File: config.mk
export PLATFORM = sky130hd
export DESIGN_NAME = pipeline_run_control
export DESIGN_NICKNAME = d
export VERILOG_FILES = /design/src/rtl/pipeline_ctrl_pkg.sv /design/src/rtl/pipeline_run_control_dump_serializer.sv /design/src/rtl/pipeline_run_control.sv
export SDC_FILE = /design/constraint.sdc
export NUM_CORES = 1
export LEC_CHECK = 0
export CAP_MARGIN = 10
export CORE_MARGIN = 4
export CORE_UTILIZATION = 38
export DETAILED_ROUTE_END_ITERATION = 10
export PLACE_DENSITY_LB_ADDON = 0.08
export SLEW_MARGIN = 10
export SYNTH_ARGS = -nofsm -noshare
export SYNTH_HDL_FRONTEND = slang
export SYNTH_HIERARCHICAL = 1
export SYNTH_SLANG_ARGS = --single-unit
File: constraint.sdc
create_clock -name i_clock -period 2.4 [get_ports i_clock]
set_input_delay 0.48 -clock i_clock [delete_from_list [all_inputs] [get_ports i_clock]]
set_output_delay 0.48 -clock i_clock [all_outputs]
set_load 0.02 [all_outputs]
File: src/rtl/pipeline_ctrl_pkg.sv
// Shared definitions for the pipeline run/debug controller: command codes,
// FSM state encoding and dump-stream geometry.
package pipeline_ctrl_pkg;

    localparam int DEF_NB_REG        = 32;
    localparam int DEF_NB_BYTE       = 8;
    localparam int DEF_REGFILE_DEPTH = 32;

    localparam logic [7:0] CMD_RUN  = 8'h01;
    localparam logic [7:0] CMD_STEP = 8'h02;
    localparam logic [7:0] CMD_DUMP = 8'h03;
    localparam logic [7:0] CMD_PRST = 8'h04;
    localparam logic [7:0] CMD_STOP = 8'h05;

    typedef enum logic [2:0] {
        ST_IDLE      = 3'd0,
        ST_RUN       = 3'd1,
        ST_STEP      = 3'd2,
        ST_PRST      = 3'd3,
        ST_DUMP_LOAD = 3'd4,
        ST_DUMP_SEND = 3'd5
    } state_t;

    // Dump stream: PC word, cycle-count word, then the register file.
    localparam int N_DUMP_WORDS   = 2 + DEF_REGFILE_DEPTH;
    localparam int BYTES_PER_WORD = DEF_NB_REG / DEF_NB_BYTE;

    function automatic int n_dump_words(input int depth);
        return 2 + depth;
    endfunction

endpackage

File: src/rtl/pipeline_run_control_dump_serializer.sv
// Word-to-byte serializer: loads one word and emits it LSB-first over a
// valid/ready byte link, pulsing o_done on the handshake of the last byte.
module dump_serializer #(
    parameter int NB_WORD = 32,
    parameter int NB_BYTE = 8
) (
    input  logic               i_clock,
    input  logic               i_reset,
    input  logic               i_load,
    input  logic [NB_WORD-1:0] i_word,
    output logic [NB_BYTE-1:0] o_tx_data,
    output logic               o_tx_valid,
    input  logic               i_tx_ready,
    output logic               o_done
);

    localparam int BPW    = NB_WORD / NB_BYTE;
    localparam int NB_CNT = (BPW > 1) ? $clog2(BPW) : 1;

    logic [NB_WORD-1:0] r_shift;
    logic               r_valid;
    logic [NB_CNT-1:0]  r_cnt;
    logic               w_fire;
    logic               w_last;

    // valid/ready: a byte transfers on a rising edge where both are high;
    // the byte on o_tx_data holds while valid is high and ready is low.
    assign w_fire = r_valid & i_tx_ready;
    assign w_last = (r_cnt == NB_CNT'(BPW - 1));

    always_ff @(posedge i_clock or negedge i_reset) begin
        if (!i_reset) begin
            r_shift <= '0;
            r_valid <= 1'b0;
            r_cnt   <= '0;
        end else if (i_load) begin
            r_shift <= i_word;
            r_valid <= 1'b1;
            r_cnt   <= '0;
        end else if (w_fire) begin
            r_shift <= r_shift >> NB_BYTE;
            r_cnt   <= r_cnt + 1'b1;
            if (w_last) begin
                r_valid <= 1'b0;
            end
        end
    end

    assign o_tx_data  = r_shift[NB_BYTE-1:0];
    assign o_tx_valid = r_valid;
    assign o_done     = w_fire & w_last;

endmodule

File: src/rtl/pipeline_run_control.sv
// Run/debug controller for the five-stage pipeline: run/step/stop, pipeline
// reset pulse, executed-cycle counter and a byte-serial state dump.
module pipeline_run_control
    import pipeline_ctrl_pkg::*;
#(
    parameter int NB_REG        = 32,
    parameter int NB_REG_ADDR   = 5,
    parameter int REGFILE_DEPTH = 32,
    parameter int NB_BYTE       = 8,
    parameter int PRST_CYCLES   = 2
) (
    input  logic                   i_clock,
    input  logic                   i_reset,
    input  logic [NB_BYTE-1:0]     i_cmd,
    input  logic                   i_cmd_valid,
    output logic                   o_cmd_ready,
    input  logic                   i_halt,
    output logic                   o_pipe_valid,
    output logic                   o_pipe_reset,
    input  logic [NB_REG-1:0]      i_pc,
    output logic [NB_REG_ADDR-1:0] o_dump_addr,
    input  logic [NB_REG-1:0]      i_dump_data,
    output logic [NB_BYTE-1:0]     o_tx_data,
    output logic                   o_tx_valid,
    input  logic                   i_tx_ready,
    output logic [NB_REG-1:0]      o_cycles,
    output logic                   o_busy,
    output logic [2:0]             o_dbg_state
);

    localparam int LP_N_WORDS = n_dump_words(REGFILE_DEPTH);
    localparam int NB_IDX     = $clog2(LP_N_WORDS);
    localparam int NB_PCNT    = (PRST_CYCLES > 1) ? $clog2(PRST_CYCLES) : 1;

    state_t              r_state;
    state_t              w_next_state;
    logic [NB_IDX-1:0]   r_word_idx;
    logic [NB_PCNT-1:0]  r_prst_cnt;
    logic [NB_REG-1:0]   r_cycles;
    logic                r_pipe_valid;
    logic                r_pipe_reset;
    logic                r_busy;
    logic                w_cmd_fire;
    logic                w_ser_done;
    logic                w_load;
    logic [NB_REG-1:0]   w_word;
    logic                w_last_word;
    logic                w_prst_done;
    logic                w_enter_prst;
    logic                w_enter_dump;
    logic                w_stepping;

    // valid/ready: a command is consumed on a rising edge where i_cmd_valid
    // and o_cmd_ready are both high; codes with no effect are still consumed.
    assign w_cmd_fire   = i_cmd_valid & o_cmd_ready;
    assign w_last_word  = (r_word_idx == NB_IDX'(LP_N_WORDS - 1));
    assign w_prst_done  = (r_prst_cnt == NB_PCNT'(PRST_CYCLES - 1));
    assign w_enter_prst = (r_state == ST_IDLE) && (w_next_state == ST_PRST);
    assign w_enter_dump = (r_state == ST_IDLE) && (w_next_state == ST_DUMP_LOAD);
    assign w_stepping   = (r_state == ST_RUN) || (r_state == ST_STEP);

    always_ff @(posedge i_clock or negedge i_reset) begin
        if (!i_reset) begin
            r_state <= ST_IDLE;
        end else begin
            r_state <= w_next_state;
        end
    end

    always_comb begin
        w_next_state = r_state;
        case (r_state)
            ST_IDLE: begin
                if (w_cmd_fire) begin
                    case (i_cmd)
                        NB_BYTE'(CMD_RUN):  if (!i_halt) w_next_state = ST_RUN;
                        NB_BYTE'(CMD_STEP): if (!i_halt) w_next_state = ST_STEP;
                        NB_BYTE'(CMD_DUMP): w_next_state = ST_DUMP_LOAD;
                        NB_BYTE'(CMD_PRST): w_next_state = ST_PRST;
                        default:            w_next_state = ST_IDLE;
                    endcase
                end
            end
            ST_RUN: begin
                if ((w_cmd_fire && (i_cmd == NB_BYTE'(CMD_STOP))) || i_halt) begin
                    w_next_state = ST_IDLE;
                end
            end
            ST_STEP:      w_next_state = ST_IDLE;
            ST_PRST:      if (w_prst_done) w_next_state = ST_IDLE;
            ST_DUMP_LOAD: w_next_state = ST_DUMP_SEND;
            ST_DUMP_SEND: begin
                if (w_ser_done) begin
                    w_next_state = w_last_word ? ST_IDLE : ST_DUMP_LOAD;
                end
            end
            default:      w_next_state = ST_IDLE;
        endcase
    end

    always_comb begin
        o_cmd_ready = (r_state == ST_IDLE) || (r_state == ST_RUN);
        w_load      = (r_state == ST_DUMP_LOAD);
        o_dump_addr = '0;
        if (((r_state == ST_DUMP_LOAD) || (r_state == ST_DUMP_SEND)) &&
            (r_word_idx >= NB_IDX'(2))) begin
            o_dump_addr = NB_REG_ADDR'(r_word_idx - NB_IDX'(2));
        end
        case (r_word_idx)
            NB_IDX'(0): w_word = i_pc;
            NB_IDX'(1): w_word = r_cycles;
            default:    w_word = i_dump_data;
        endcase
    end

    // Step-enable, reset and busy are flopped from the next state so they
    // line up exactly with the cycles the FSM spends in the matching state.
    always_ff @(posedge i_clock or negedge i_reset) begin
        if (!i_reset) begin
            r_word_idx   <= '0;
            r_prst_cnt   <= '0;
            r_cycles     <= '0;
            r_pipe_valid <= 1'b0;
            r_pipe_reset <= 1'b0;
            r_busy       <= 1'b0;
        end else begin
            r_pipe_valid <= (w_next_state == ST_RUN) || (w_next_state == ST_STEP);
            r_pipe_reset <= (w_next_state == ST_PRST);
            r_busy       <= (w_next_state != ST_IDLE);

            if (w_enter_dump) begin
                r_word_idx <= '0;
            end else if (w_ser_done && !w_last_word) begin
                r_word_idx <= r_word_idx + 1'b1;
            end

            if (w_enter_prst) begin
                r_prst_cnt <= '0;
            end else if (r_state == ST_PRST) begin
                r_prst_cnt <= r_prst_cnt + 1'b1;
            end

            if (w_enter_prst) begin
                r_cycles <= '0;
            end else if (w_stepping) begin
                r_cycles <= r_cycles + 1'b1;
            end
        end
    end

    dump_serializer #(
        .NB_WORD (NB_REG),
        .NB_BYTE (NB_BYTE)
    ) u_dump_serializer (
        .i_clock    (i_clock),
        .i_reset    (i_reset),
        .i_load     (w_load),
        .i_word     (w_word),
        .o_tx_data  (o_tx_data),
        .o_tx_valid (o_tx_valid),
        .i_tx_ready (i_tx_ready),
        .o_done     (w_ser_done)
    );

    assign o_pipe_valid = r_pipe_valid;
    assign o_pipe_reset = r_pipe_reset;
    assign o_cycles     = r_cycles;
    assign o_busy       = r_busy;
    assign o_dbg_state  = r_state;

endmodule

==> results.txt, run 1 <==
Of the total power, the clock network draws 21.4%. The number of warnings reported in the yosys synthesis log came out at 6. The count of inserted antenna diode cells came out at 0.

The slew at the pin closest to its max-slew limit came out at 0.491 ns. Counting flops with a built-in enable in the synthesized netlist gives 0. The worst setup path is launched from a primary input. The via count of the first global-routing pass is 4645.

The standard-cell row count is 41. The period utilization is 94.5%. The later-pin clock latency in the skew report came out at 0.34 ns. The post-synthesis sequential element count is 80. By startpoint and endpoint, the worst setup path is classified as in2reg. The number of H-tree levels is 3. The mapped netlist covers 5060 um2. The clock sink total is 80. The type of the worst min-delay path is in2async. In this design, the stage delay of the slowest critical-path cell is 0.61 ns. At the worst endpoint, the arrival time is 2.53 ns. In this run, post-CTS hold repair placed 0 buffers. STA puts the critical path data required time at 2.67 ns.

The global-route wire length before repair is 24400 um. Synthesis instantiated 59 different standard cells from the library. The ratio of cells with drive above 1 in the final layout came out at 10.7%. The slack of the critical path came out at 0.131 ns. Once detail routing completed, the nets flagged for antenna violations numbered 0. The average wire per standard cell came out at 17.6 um. The die is 123 um wide. The count of buffer and inverter cells on the critical path is 1.

The die span in y is 123 um. The maximum clock frequency is 441 MHz. The floorplan core area is 12800 um2. The setup TNS is 0 ns. The sequential fraction of design power is 35.2%. The max-slew violation count was 0.

The worst setup path is captured at a flip-flop. The area growth from synthesis to layout is 36.6%. The net count of the finished layout is 788. CTS placed an instance of sky130_fd_sc_hd__clkbuf_16 at the clock tree root. In the layout the commonest cells are sky130_fd_sc_hd__clkdlybuf4s50_1, sky130_fd_sc_hd__nand2_1, sky130_fd_sc_hd__dfrtp_1. The overall power is 6.58 mW.

The net switching power of the design came out at 2.61 mW. Gates resized during post-CTS repair numbered 8. IR analysis of the VDD net gives a maximum drop of 571 uV. The post-place setup slack is -0.221 ns. After detailed routing, the number of vias per cell comes to 5.37.

The worst max-slew margin expressed relative to the limit is 67.1%. Walking the worst path, the cells encountered are clkdlybuf4s50_1 -> or4_4 -> nor2_1 -> or4b_2 -> a211o_1 -> o21ai_2. The pin count of the biggest net entering global routing came out at 92. The net switching share of the total power is 39.7%. In this run, the number of DRC markers left after iteration 0 of detailed routing was 385. The sequential element share of the synthesized area came out at 39.5%. The library cell used most frequently in the layout, excluding fill and tap cells, is sky130_fd_sc_hd__clkdlybuf4s50_1. The post-CTS clock slew at the launch and capture registers of the worst setup and hold paths is 0.06 ns. The number of hold-slack violations in the final timing report came out at 0.

The number of detailed-route iterations in the first pass is 4. The flow ran to the end, and the final reports show no timing, DRC or antenna violations. Setup repair after global routing left no endpoint under its margin.

The aggregate global-route resource usage came out at 20.8%. The most used flip-flop cell after synthesis is sky130_fd_sc_hd__dfrtp_1. The shortest clock period the worst path allows after layout is 2.27 ns.

For the final database, setup skew stands at 0.0110 ns. The internal power consumption came out at 3.97 mW. The routability congestion estimate from global placement is 0.922.

The max-capacitance violation count came out at 0. The total power density per cell area came out at 951 nW/um2. The starting density of the core is 39.5%.

The maximum clock path buffer count came out at 2. In the synthesized netlist the async set-or-reset flop fraction comes to 100%. In this run, the combinational gates consume 43.4% of the power. The number of antenna violations at the first check in global routing is 0.

Post-CTS timing repair inserted 0 buffers for setup. The top fanout value on the critical path came out at 5. Among all stages on the critical path, the largest delay is contributed by sky130_fd_sc_hd__or4b_2. The total overflow left after global routing is 0. The via count came out at 4729. The DRC violation count after routing is 0.

The final HPWL from detailed placement came out at 11600 um. The cell family contributing the most delay on the critical path is simple AND/OR/NAND/NOR gates. TritonCTS created 9 clock buffers. The gate count of the mapped netlist came out at 577. The number of ports placed on the die boundary is 130.

Setup violations remaining at the end of the flow were counted as 0. The final wirelength came out at 15500 um. The synthesized net count is 662. The count of buffers added on input and output ports is 129. The TritonCTS clock tree is built. The leakage dissipation is 2.81 nW. The die outline area came out at 15200 um2. In this run the mean area of a mapped cell was 8.78 um2.
kinds of logic (layout without fill, tap and decap cells):
group                    count (synthesis)  after routing  share of synthesized area, %
buffers and inverters                   65            196                          6.82
XOR/XNOR                                25             25                          4.32
AO/OA/AOI/OAI                          111            111                          16.7
multiplexers                             6              6                          1.21
AND/OR/NAND/NOR                        282            282                          29.5
adder cells (fa/ha/maj)                  8              8                          1.98
flip-flops                              80             80                          39.5
flip-flops by register name (all words and copies together), names as in the netlist:
name,flops
o_pipe_reset,1
o_busy,1
u_dump_serializer/r_cnt,2
o_cycles,32
u_dump_serializer/o_tx_valid,1
r_word_idx,6
o_pipe_valid,1
r_prst_cnt,1
o_dbg_state,3
u_dump_serializer/r_shift,32
Yosys cell counts, types with 2 or more instances:
master / n / area, um2
sky130_fd_sc_hd__and3_1: 6 / 37.5
sky130_fd_sc_hd__nor2_1: 40 / 150
sky130_fd_sc_hd__and2_1: 4 / 25.0
sky130_fd_sc_hd__nor3_1: 6 / 30.0
sky130_fd_sc_hd__nand4_1: 12 / 75.1
sky130_fd_sc_hd__mux2i_1: 5 / 50.1
sky130_fd_sc_hd__buf_4: 9 / 67.6
sky130_fd_sc_hd__or4_4: 2 / 22.5
sky130_fd_sc_hd__nand3_1: 18 / 90.1
sky130_fd_sc_hd__and4_1: 2 / 17.5
sky130_fd_sc_hd__nor4_1: 2 / 12.5
sky130_fd_sc_hd__inv_1: 17 / 63.8
sky130_fd_sc_hd__buf_2: 12 / 60.1
sky130_fd_sc_hd__a21o_1: 4 / 30.0
sky130_fd_sc_hd__o311ai_2: 8 / 130
sky130_fd_sc_hd__a31oi_1: 2 / 12.5
sky130_fd_sc_hd__dfrtp_1: 80 / 2000
sky130_fd_sc_hd__nor4b_1: 2 / 17.5
sky130_fd_sc_hd__nand2b_1: 27 / 169
sky130_fd_sc_hd__o211ai_1: 21 / 158
sky130_fd_sc_hd__o31ai_1: 5 / 37.5
sky130_fd_sc_hd__clkbuf_1: 18 / 67.6
sky130_fd_sc_hd__nand4b_1: 25 / 219
sky130_fd_sc_hd__o21ai_0: 14 / 70.1
sky130_fd_sc_hd__and2_4: 2 / 17.5
sky130_fd_sc_hd__buf_6: 7 / 78.8
sky130_fd_sc_hd__ha_1: 8 / 100
sky130_fd_sc_hd__or3_1: 7 / 43.8
sky130_fd_sc_hd__o21ai_1: 8 / 40.0
sky130_fd_sc_hd__a21oi_1: 7 / 35.0
sky130_fd_sc_hd__xnor2_1: 6 / 52.6
sky130_fd_sc_hd__buf_1: 2 / 7.51
sky130_fd_sc_hd__xor2_1: 19 / 166
sky130_fd_sc_hd__nand2_1: 114 / 428
sky130_fd_sc_hd__a22oi_1: 32 / 240
power groups by stage:
| stage | logic [mW] | clock network, mW | registers, mW |
|---|---|---|---|
| after floorplan | 1.59 | 0 | 2.43 |
| after global placement | 2.80 | 0 | 2.32 |
| after detailed placement | 2.84 | 0 | 2.33 |
| after CTS | 2.86 | 1.44 | 2.31 |
| after global routing | 3.13 | 1.50 | 2.39 |
| final | 2.85 | 1.41 | 2.32 |
metrics by stage:
stage	cells	utilization, %	instance area, um2	hold slack, ns
2_1_floorplan	577	-	5060	0.184
3_3_place_gp	863	51.3	6580	0.446
3_5_place_dp	863	51.3	6580	0.446
4_1_cts	879	53.8	6900	0.0786
5_1_grt	880	53.9	6920	0.0970
6_report	880	53.9	6920	0.0722
layer usage:
layer,global-route usage (%),wire length [um],vias up
met5,0,0,-
met4,6.30,293,0
met3,3.98,590,22
met1,29.8,7350,2312
li1,-,-,2299
met2,31.8,7290,96
path summary, 6_finish.rpt:
check	to	cells after the start	start	slack, ns
max	o_pipe_valid$_DFF_PN0_	6	i_cmd[5]	0.13
min	r_word_idx[4]$_DFFE_PN0P_	1	i_reset	0.07
max reg2reg	o_pipe_valid$_DFF_PN0_	5	o_dbg_state[0]$_DFF_PN0_	0.29
min reg2reg	u_dump_serializer/r_shift[30]$_DFFE_PN0P_	2	u_dump_serializer/r_shift[30]$_DFFE_PN0P_	0.54
max in group asynchronous	o_dbg_state[1]$_DFF_PN0_	2	i_reset	1.68
min in group i_clock	u_dump_serializer/r_shift[30]$_DFFE_PN0P_	2	u_dump_serializer/r_shift[30]$_DFFE_PN0P_	0.54
layout make-up:
type / count / area, um2
fillers: 1236 / 5910
multi-input cells: 432 / 2760
flip-flops and latches: 80 / 2000
repair buffers: 163 / 1570
clock buffers: 10 / 239
well taps: 172 / 215
clock inverters: 6 / 67.6
inverters: 17 / 63.8
Power figures use the tool's default switching activity.
==> run 2, diff against run 1 <==
--- a/config.mk
+++ b/config.mk
@@ -15,3 +15,4 @@
 export SYNTH_HDL_FRONTEND = slang
 export SYNTH_HIERARCHICAL = 1
 export SYNTH_SLANG_ARGS = --single-unit
+export TNS_END_PERCENT = 5
==> run 2 against run 1 <==
Effect of this change: clock power about the same; clock skew hardly changed; sequential power about the same; die area is the same; critical path type unchanged; critical endpoint unchanged; critical path depth is the same; via count stayed put; worst hold slack stayed put; global-route usage unchanged.
==> results.txt, run 2 (same netlist as run 1, synthesis figures left out) <==
Outcome: finished, final reports clean (unchanged). The clock skew after layout came out at 0.0111 ns (was 0.0110 ns). The number of ports placed on the die boundary came out at 130 (unchanged).

The critical path capture point type is a flip-flop (unchanged). The type of the worst min-delay path was in2async (unchanged). The DRC marker count from the first detailed-route iteration came out at 385 (unchanged). The maximum clock path buffer count is 2 (unchanged). Setup repair after global routing missed its margin: false (unchanged). The maximum clock frequency came out at 441 MHz (about the same). The routability congestion estimate from global placement is 0.922 (unchanged). The total setup buffers inserted after CTS came to 0 (unchanged). The clock group share of total power came out at 21.4% (about the same). The final wirelength came to 15500 um (about the same). The via count of the first global-routing pass came to 4645 (unchanged).

The startpoint class of the critical path was a primary input (unchanged). The max-capacitance violation count came to 0 (unchanged). The detailed-route vias per instance came out at 5.37 (unchanged).

The maximum vdd ir drop came out at 571 uV (about the same). The TritonCTS clock tree is built (unchanged). The count of buffers from port buffering is 129 (unchanged).

The shortest clock period the worst path allows after layout is 2.27 ns (unchanged). The max-slew violation count came to 0 (unchanged). The final HPWL from detailed placement is 11600 um (unchanged). The clock sink total came out at 80 (unchanged). Top library cells by usage in the layout, fill and taps aside: sky130_fd_sc_hd__clkdlybuf4s50_1, sky130_fd_sc_hd__nand2_1, sky130_fd_sc_hd__dfrtp_1 (unchanged). The average wire per standard cell came out at 17.6 um (about the same). The internal power consumption is 3.97 mW (about the same). The die outline area was 15200 um2 (unchanged). The floorplan core area came out at 12800 um2 (unchanged). The most common library cell in the layout ignoring fill and taps is sky130_fd_sc_hd__clkdlybuf4s50_1 (unchanged). The starting density of the core is 39.5% (unchanged). The number of detailed-route iterations in the first pass is 4 (unchanged). The aggregate global-route resource usage is 20.8% (unchanged). The master cell of the clock root buffer is sky130_fd_sc_hd__clkbuf_16 (unchanged). The standard-cell row count came to 41 (unchanged).

The relative contribution of combinational cells to total power came out at 43.4% (about the same). The global-route wire length before repair came out at 24400 um (unchanged). The smallest hold slack came to 0.0722 ns (unchanged). The number of clock buffers inserted by TritonCTS is 9 (unchanged). The slew at the pin closest to its max-slew limit came out at 0.491 ns (about the same). The sequential fraction of design power is 35.2% (about the same). The ratio of cells with drive above 1 in the final layout is 10.7% (unchanged).

The leakage dissipation came out at 2.82 nW (was 2.81 nW). The number of hold-slack violations in the final timing report came to 0 (unchanged). The DRC violation count after routing came to 0 (unchanged). The critical path data arrival time is 2.53 ns (about the same).

The synthesis-to-finish area growth came out at 36.6% (about the same). The worst max-slew margin expressed relative to the limit came out at 67.1% (unchanged). The net switching power of the design came out at 2.61 mW (about the same).

The cts-stage hold buffer count is 0 (unchanged). The required time at the endpoint of the critical path is 2.67 ns (about the same). The number of antenna violations at the first check in global routing came out at 0 (unchanged).

The layout net count came out at 788 (unchanged). The post-CTS clock slew at the launch and capture registers of the worst setup and hold paths is 0.06 ns (about the same). The kind of critical path is in2reg (unchanged). The die span in y is 123 um (unchanged). The number of H-tree levels came out at 3 (unchanged).

The period utilization came to 94.5% (unchanged). The later-pin clock latency in the skew report is 0.34 ns (about the same). The pin count of the biggest net entering global routing was 92 (unchanged). The total grt overflow is 0 (unchanged). The via count is 4729 (unchanged).

The number of standard cells in the final layout excluding fillers came out at 880 (unchanged). The die width is 123 um (unchanged). The count of inserted antenna diode cells came to 0 (unchanged). The placed cell count came to 863 (unchanged). The net switching share of the total power is 39.7% (about the same).

The top fanout value on the critical path is 5 (unchanged). The final count of negative-setup-slack endpoints was 0 (unchanged). The total power density per cell area is 950 nW/um2 (was 951 nW/um2). The remaining number of nets flagged by the antenna check after routing came out at 0 (unchanged).
run 2: critical path: stages:
cell and delay [ns]:
sky130_fd_sc_hd__clkdlybuf4s50_1 0.40, sky130_fd_sc_hd__or4_4 0.57, sky130_fd_sc_hd__nor2_1 0.09, sky130_fd_sc_hd__or4b_2 0.61, sky130_fd_sc_hd__a211o_1 0.33, sky130_fd_sc_hd__o21ai_2 0.06
run 2: layout make-up:
class	count	area [um2]
multi-input cells	432	2760
repair buffers	163	1570
clock buffers	10	239
inverters	17	63.8
flip-flops and latches	80	2000
well taps	172	215
fillers	1235	5910
clock inverters	6	67.6
run 2: power groups by stage:
stage | Sequential (mW) | Clock [mW] | Combinational [mW]
CTS | 2.31 | 1.44 | 2.86
floorplan | 2.43 | 0 | 1.59
global placement | 2.32 | 0 | 2.80
finish | 2.32 | 1.41 | 2.85
global route | 2.39 | 1.50 | 3.13
detailed placement | 2.33 | 0 | 2.84
run 2: final timing paths:
path	startpoint	to	slack [ns]	cells after the start
max	i_cmd[5]	o_pipe_valid$_DFF_PN0_	0.13	6
min reg2reg	u_dump_serializer/r_shift[30]$_DFFE_PN0P_	u_dump_serializer/r_shift[30]$_DFFE_PN0P_	0.54	2
max in group asynchronous	i_reset	o_dbg_state[1]$_DFF_PN0_	1.68	2
min	i_reset	r_word_idx[4]$_DFFE_PN0P_	0.07	1
max reg2reg	o_dbg_state[0]$_DFF_PN0_	o_pipe_valid$_DFF_PN0_	0.29	5
min in group i_clock	u_dump_serializer/r_shift[30]$_DFFE_PN0P_	u_dump_serializer/r_shift[30]$_DFFE_PN0P_	0.54	2
run 2: timing repair:
item                                   in CTS  in global routing
pin swaps                                   0                  0
setup endpoints to repair                   5                  1
gates resized for setup                     7                  1
endpoints found under the hold margin       0                  0
run 2: through the flow:
step	power, mW	TNS (ns)	setup slack, ns	utilization [%]	cell area [um2]
finish	6.58	0	0.131	54.0	6920
global route	7.02	0	0.0401	54.0	6920
CTS	6.61	-0.0716	-0.0716	53.8	6900
detailed placement	5.17	-1.48	-0.221	51.3	6580
global placement	5.11	-1.13	-0.189	51.3	6580
floorplan	4.01	0	0.214	-	5060
run 2: layer usage:
layer  up-vias  wire, um  track usage [%]
met4         0       293             6.30
met3        22       590             3.98
met5         -         0                0
met2        96      7290             31.8
met1      2312      7350             29.8
li1       2299         -                -
